--- config.mk ---
export PLATFORM = sky130hd
export DESIGN_NAME = row_window_3tap
export DESIGN_NICKNAME = d
export VERILOG_FILES = /design/src/rtl/row_window_3tap.sv
export SDC_FILE = /design/constraint.sdc
export NUM_CORES = 1
export LEC_CHECK = 0
export CAP_MARGIN = 20
export CORE_MARGIN = 2
export CORE_UTILIZATION = 53
export CTS_CLUSTER_SIZE = 25
export DETAILED_ROUTE_END_ITERATION = 16
export PLACE_DENSITY = 0.73
export SYNTH_ARGS = -nofsm -noshare
export SYNTH_HDL_FRONTEND = slang
export SYNTH_SLANG_ARGS = --single-unit
--- constraint.sdc ---
create_clock -name clk -period 2.3 [get_ports clk]
set_input_delay 0.23 -clock clk [delete_from_list [all_inputs] [get_ports clk]]
set_output_delay 0.23 -clock clk [all_outputs]
set_load 0.05 [all_outputs]
--- src/rtl/row_window_3tap.sv ---
// row_window_3tap
//   Streams binarised pixels in row-major order and produces a 3-pixel horizontal
//   window (left, centre, right) for every pixel. Neighbours outside the row are
//   zero-padded. The window feeds a downstream 3-input OR used for horizontal dilation.
//
// Ports
//   clk        in   rising-edge clock
//   resetN     in   asynchronous active-low reset
//   pixelIn    in   binary pixel
//   pixelValid in   pixelIn valid
//   pixelReady out  block accepts a pixel this cycle
//   winLeft    out  pixel at column c-1 (0 at column 0)
//   winCenter  out  pixel at column c
//   winRight   out  pixel at column c+1 (0 at the last column)
//   winCol     out  centre column c
//   winValid   out  window outputs valid
//   winReady   in   downstream accepts the window
//   rowEnd     out  window is the last of its row
//   frameEnd   out  window is the last of its frame
module row_window_3tap #(
  parameter int unsigned ROW_WIDTH = 28,
  parameter int unsigned ROW_COUNT = 28,
  parameter int unsigned COL_W     = 5,
  parameter int unsigned ROW_W     = 5
) (
  input  logic             clk,
  input  logic             resetN,
  input  logic             pixelIn,
  input  logic             pixelValid,
  output logic             pixelReady,
  output logic             winLeft,
  output logic             winCenter,
  output logic             winRight,
  output logic [COL_W-1:0] winCol,
  output logic             winValid,
  input  logic             winReady,
  output logic             rowEnd,
  output logic             frameEnd
);

  localparam logic [COL_W-1:0] LastCol = COL_W'(ROW_WIDTH - 1);
  localparam logic [ROW_W-1:0] LastRow = ROW_W'(ROW_COUNT - 1);

  // StEmpty: waiting for column 0. StHold: mid-row, cur/prev hold the last two pixels.
  // StFlush: row complete, the last column's window still has to be emitted.
  typedef enum logic [1:0] {StEmpty, StHold, StFlush} stateE;

  stateE            stateQ, stateD;
  logic             prevQ, prevD;
  logic             curQ, curD;
  logic [COL_W-1:0] colQ, colD;
  logic [ROW_W-1:0] rowCntQ, rowCntD;

  logic             leftQ, leftD;
  logic             centerQ, centerD;
  logic             rightQ, rightD;
  logic [COL_W-1:0] winColQ, winColD;
  logic             validQ, validD;
  logic             rowEndQ, rowEndD;
  logic             frameEndQ, frameEndD;

  logic slotFree;
  logic readyInt;
  logic accept;

  // The output register can take a new window if it is empty or being drained now.
  always_comb begin
    slotFree = !validQ || winReady;
    readyInt = 1'b0;
    case (stateQ)
      StEmpty: readyInt = 1'b1;
      StHold:  readyInt = slotFree;
      StFlush: readyInt = 1'b0;
      default: readyInt = 1'b0;
    endcase
    accept = pixelValid && readyInt;
  end

  always_comb begin
    stateD    = stateQ;
    prevD     = prevQ;
    curD      = curQ;
    colD      = colQ;
    rowCntD   = rowCntQ;
    leftD     = leftQ;
    centerD   = centerQ;
    rightD    = rightQ;
    winColD   = winColQ;
    rowEndD   = rowEndQ;
    frameEndD = frameEndQ;
    validD    = validQ;

    // A consumed window drops valid unless a new one overwrites it below.
    if (validQ && winReady) begin
      validD = 1'b0;
    end

    case (stateQ)
      StEmpty: begin
        if (accept) begin
          prevD  = 1'b0;
          curD   = pixelIn;
          colD   = COL_W'(1);
          stateD = StHold;
        end
      end
      StHold: begin
        if (accept) begin
          leftD     = prevQ;
          centerD   = curQ;
          rightD    = pixelIn;
          winColD   = colQ - COL_W'(1);
          rowEndD   = 1'b0;
          frameEndD = 1'b0;
          validD    = 1'b1;
          prevD     = curQ;
          curD      = pixelIn;
          colD      = colQ + COL_W'(1);
          if (colQ == LastCol) begin
            stateD = StFlush;
          end
        end
      end
      StFlush: begin
        if (slotFree) begin
          leftD     = prevQ;
          centerD   = curQ;
          rightD    = 1'b0;
          winColD   = LastCol;
          rowEndD   = 1'b1;
          frameEndD = (rowCntQ == LastRow);
          validD    = 1'b1;
          colD      = '0;
          rowCntD   = (rowCntQ == LastRow) ? '0 : rowCntQ + ROW_W'(1);
          stateD    = StEmpty;
        end
      end
      default: begin
        stateD = StEmpty;
      end
    endcase
  end

  always_ff @(posedge clk or negedge resetN) begin
    if (!resetN) begin
      stateQ    <= StEmpty;
      prevQ     <= 1'b0;
      curQ      <= 1'b0;
      colQ      <= '0;
      rowCntQ   <= '0;
      leftQ     <= 1'b0;
      centerQ   <= 1'b0;
      rightQ    <= 1'b0;
      winColQ   <= '0;
      validQ    <= 1'b0;
      rowEndQ   <= 1'b0;
      frameEndQ <= 1'b0;
    end else begin
      stateQ    <= stateD;
      prevQ     <= prevD;
      curQ      <= curD;
      colQ      <= colD;
      rowCntQ   <= rowCntD;
      leftQ     <= leftD;
      centerQ   <= centerD;
      rightQ    <= rightD;
      winColQ   <= winColD;
      validQ    <= validD;
      rowEndQ   <= rowEndD;
      frameEndQ <= frameEndD;
    end
  end

  assign pixelReady = readyInt;
  assign winLeft    = leftQ;
  assign winCenter  = centerQ;
  assign winRight   = rightQ;
  assign winCol     = winColQ;
  assign winValid   = validQ;
  assign rowEnd     = rowEndQ;
  assign frameEnd   = frameEndQ;

endmodule
==> metrics.txt <==
Worst Setup Slack, final around 0.22 ns; gr busiest metal met2; Pint around 1.3 mW; post-route ant nets 0; hold buffer count at cts 0; sw frac a little under half; Final HPWL DP 2250 µm; post-synth design cell area about 1500 µm²; post-place instance area ~1700 µm²; unique cell type count in the Yosys netlist 49; run status complete, no violations; Post-Route WL a little under 3000 µm; Slew @ Worst Pin 0.515 ns; Max VDD drop 945 µV; layout cell share with drive strength beyond 1 a little under a fifth; adder-cell area share of the yosys netlist under 10%; core footprint about 2700 µm²; Final Setup Violations 0; WL per Instance 15.6 µm; initial DRC count between 40 and 50; most frequent cells after synthesis dfrtp_1 (25), inv_1 (11), nand2_1 (11); r2r setup slk ~0.41 ns; cell taking the most area after synthesis dfrtp_1; DRT Pass-1 Iters 4; clock network fraction of total power about 7.5%; pre-CTS setup slack roughly 0.32 ns; initial core utilization 55.1%; Slew Limit Fails 0; DR DRC count 0; EDFF count, synth 0; sequential area share after synthesis 41.9%; RR Startpoint stateQ[1]$_DFFE_PN0P_; Final Hold Fails 0; Syn. warnings 0; final period utilization 90.4%; CTS tree built; Finished Cell Area 1720 µm²; # H-tree levels 1; initial antenna violation count 0; Chip Width 57.1 µm; global routing usage on met2 about a third; GR Util All Layers about a fifth; full die area 3260 µm²; async set-reset flop share out of synthesis 100%; mux cell area share after synthesis slightly below 8%; Pleak between 0.7 and 0.8 nW; fin nets ~170; clock sinks 25; total gr overflow 0; Hold WC Path Type in -> async; register bit total from synthesis 25; critical path peak fanout 11; n_diodes 0; largest net degree at the start of global routing 26; PD cells about 1500 nW/µm²; Final Wtd Congestion roughly 0.99; Boundary Pins 17; cell with the most instances after synthesis dfrtp_1; IO buf count 16; net switching power 1.21 mW; Setup CP Type reg -> out; GR Layer Usage met3 under 10%; Highest Clock Rate between 400 and 500 MHz; Die Y-Extent 57.1 µm; CTS Root Cell clkbuf_4; Critical Path RT 2.07 ns; global-route wire length before repair ~5000 µm; Gate power share between 60% and 70%; Compound-Gate Fraction of Synth Area a little under a fifth; RSZ-0062 raised after global routing false; Setup crit start kind register; synth top area cells dfrtp_1 (42%), ha_1 (5.9%), mux2_4 (5.0%); Max clock buf depth 2; xor/xnor share of the synthesized area approximately 1.8%; Yosys top cell area share between 40% and 50%; Worst EP arrival ~1.9 ns; Vias/cell just under 6; vias in the first global route about 1,100; row count 19; Fin Setup TNS 0 ns; relative slew slack 65.4%; Max Clock Skew about 0.013 ns; later-pin clock latency in the skew report between 0.3 and 0.4 ns; TritonCTS buffer count 3; global-route met1 utilization 25.5%; crit path capture type primary output; Net Count, Synth 150; r2r endpoint colQ[4]$_DFFE_PN0P_; clock-pin slew on the worst setup and hold paths about 0.14 ns; Reg2Reg Depth 6; fin crit period 2.08 ns; vias about 1,100; Synth Flop Type dfrtp_1; max_cap viols 0; syn avg cell area about 11 µm²; largest family of logic cells by synthesized area simple AND/OR/NAND/NOR gates; simple-gate area share of the yosys netlist between 15 and 20%; Syn Inst Count ~140; area grow syn2layout 15.1%; Sequential Power Share between 20% and 30%
-- layout by cell type (no fill, tap or decap), types with 2 or more instances in the layout --
cell type / netlist / routed
dfrtp_1: 25 / 25
clkdlybuf4s50_1: 0 / 15
inv_1: 11 / 11
nand2_1: 11 / 11
a21oi_1: 7 / 7
nand3_1: 7 / 7
o21ai_0: 6 / 6
ha_1: 7 / 6
mux2_4: 5 / 5
and2_1: 4 / 4
nor2_1: 4 / 4
nand4_1: 3 / 3
mux2_2: 3 / 3
clkbuf_4: 0 / 3
a21o_1: 2 / 2
o211ai_4: 2 / 2
nor3_1: 2 / 2
xnor2_1: 2 / 2
a22oi_1: 2 / 2
a22o_2: 2 / 2
and3_1: 2 / 2
nand2b_1: 2 / 2
buf_4: 1 / 2
-- area by class of cell --
class                           instances  area [µm²]
Clock buffer                            4        26.3
Multi-Input combinational cell         98         802
Timing Repair Buffer                   18         185
Tap cell                               31        38.8
Sequential cell                        25         626
Inverter                               11        41.3
Fill cell                             234         991
-- worst max-delay path, cell delays in order, from the launching register on --
cell and delay (ns):
dfrtp_1 0.41, inv_1 0.13, ha_2 0.35, and2_1 0.20
a21o_1 0.27, buf_12 0.17
-- worst max-delay path by stage --
stage                          startpoint                     to  slack, ns  cells after the start
global route        stateQ[1]$_DFFE_PN0P_             pixelReady       0.12                      5
CTS                 stateQ[1]$_DFFE_PN0P_             pixelReady       0.09                      5
finish              stateQ[1]$_DFFE_PN0P_             pixelReady       0.22                      5
floorplan              winValid$_DFF_PN0_       curQ$_DFFE_PN0P_       0.45                      4
global placement               pixelValid  winCol[1]$_DFFE_PN0P_       0.37                      5
detailed placement             pixelValid  winCol[0]$_DFFE_PN0P_       0.32                      5
-- routing by layer --
metal	wire (µm)	share of wire, %	vias to the layer above
met2	1420	49	39
met5	0	0	-
li1	-	-	533
met1	1290	44	539
met4	27	0.93	0
met3	172	5.9	4
-- sequential cells by signal (all words and copies together), names as in the netlist, 2 cells and up --
name,flops
colQ,5
winCol,5
rowCntQ,5
stateQ,2
-- timing repair --
item	CTS	global route
setup buffers	0	0
gates resized for setup	0	1
endpoints found under the setup margin	0	1
-- logic make-up (layout without fill, tap and decap cells) --
kind of cell	after synthesis	after routing
flip-flops	25	25
AO/OA/AOI/OAI	33	33
adder cells (fa/ha/maj)	7	7
XOR/XNOR	3	3
multiplexers	9	9
AND/OR/NAND/NOR	46	46
buffers and inverters	15	33
-- through the flow --
stage / std cells / hold WS [ns] / power [mW] / utilization, %
floorplan: 138 / -0.0656 / 1.93 / -
global placement: 183 / 0.477 / 2.31 / 62.4
detailed placement: 183 / 0.483 / 2.36 / 62.4
CTS: 187 / 0.255 / 2.56 / 63.3
global route: 187 / 0.269 / 2.71 / 63.4
finish: 187 / 0.256 / 2.55 / 63.4
-- power by group through the flow --
stage,clock network (mW),logic (mW),registers (mW)
5_1_grt,0.222,1.71,0.783
6_report,0.191,1.60,0.755
4_1_cts,0.206,1.60,0.756
3_3_place_gp,0,1.56,0.751
2_1_floorplan,0,0.911,1.02
3_5_place_dp,0,1.60,0.766
Note: power is estimated with default switching activity, not from simulation.
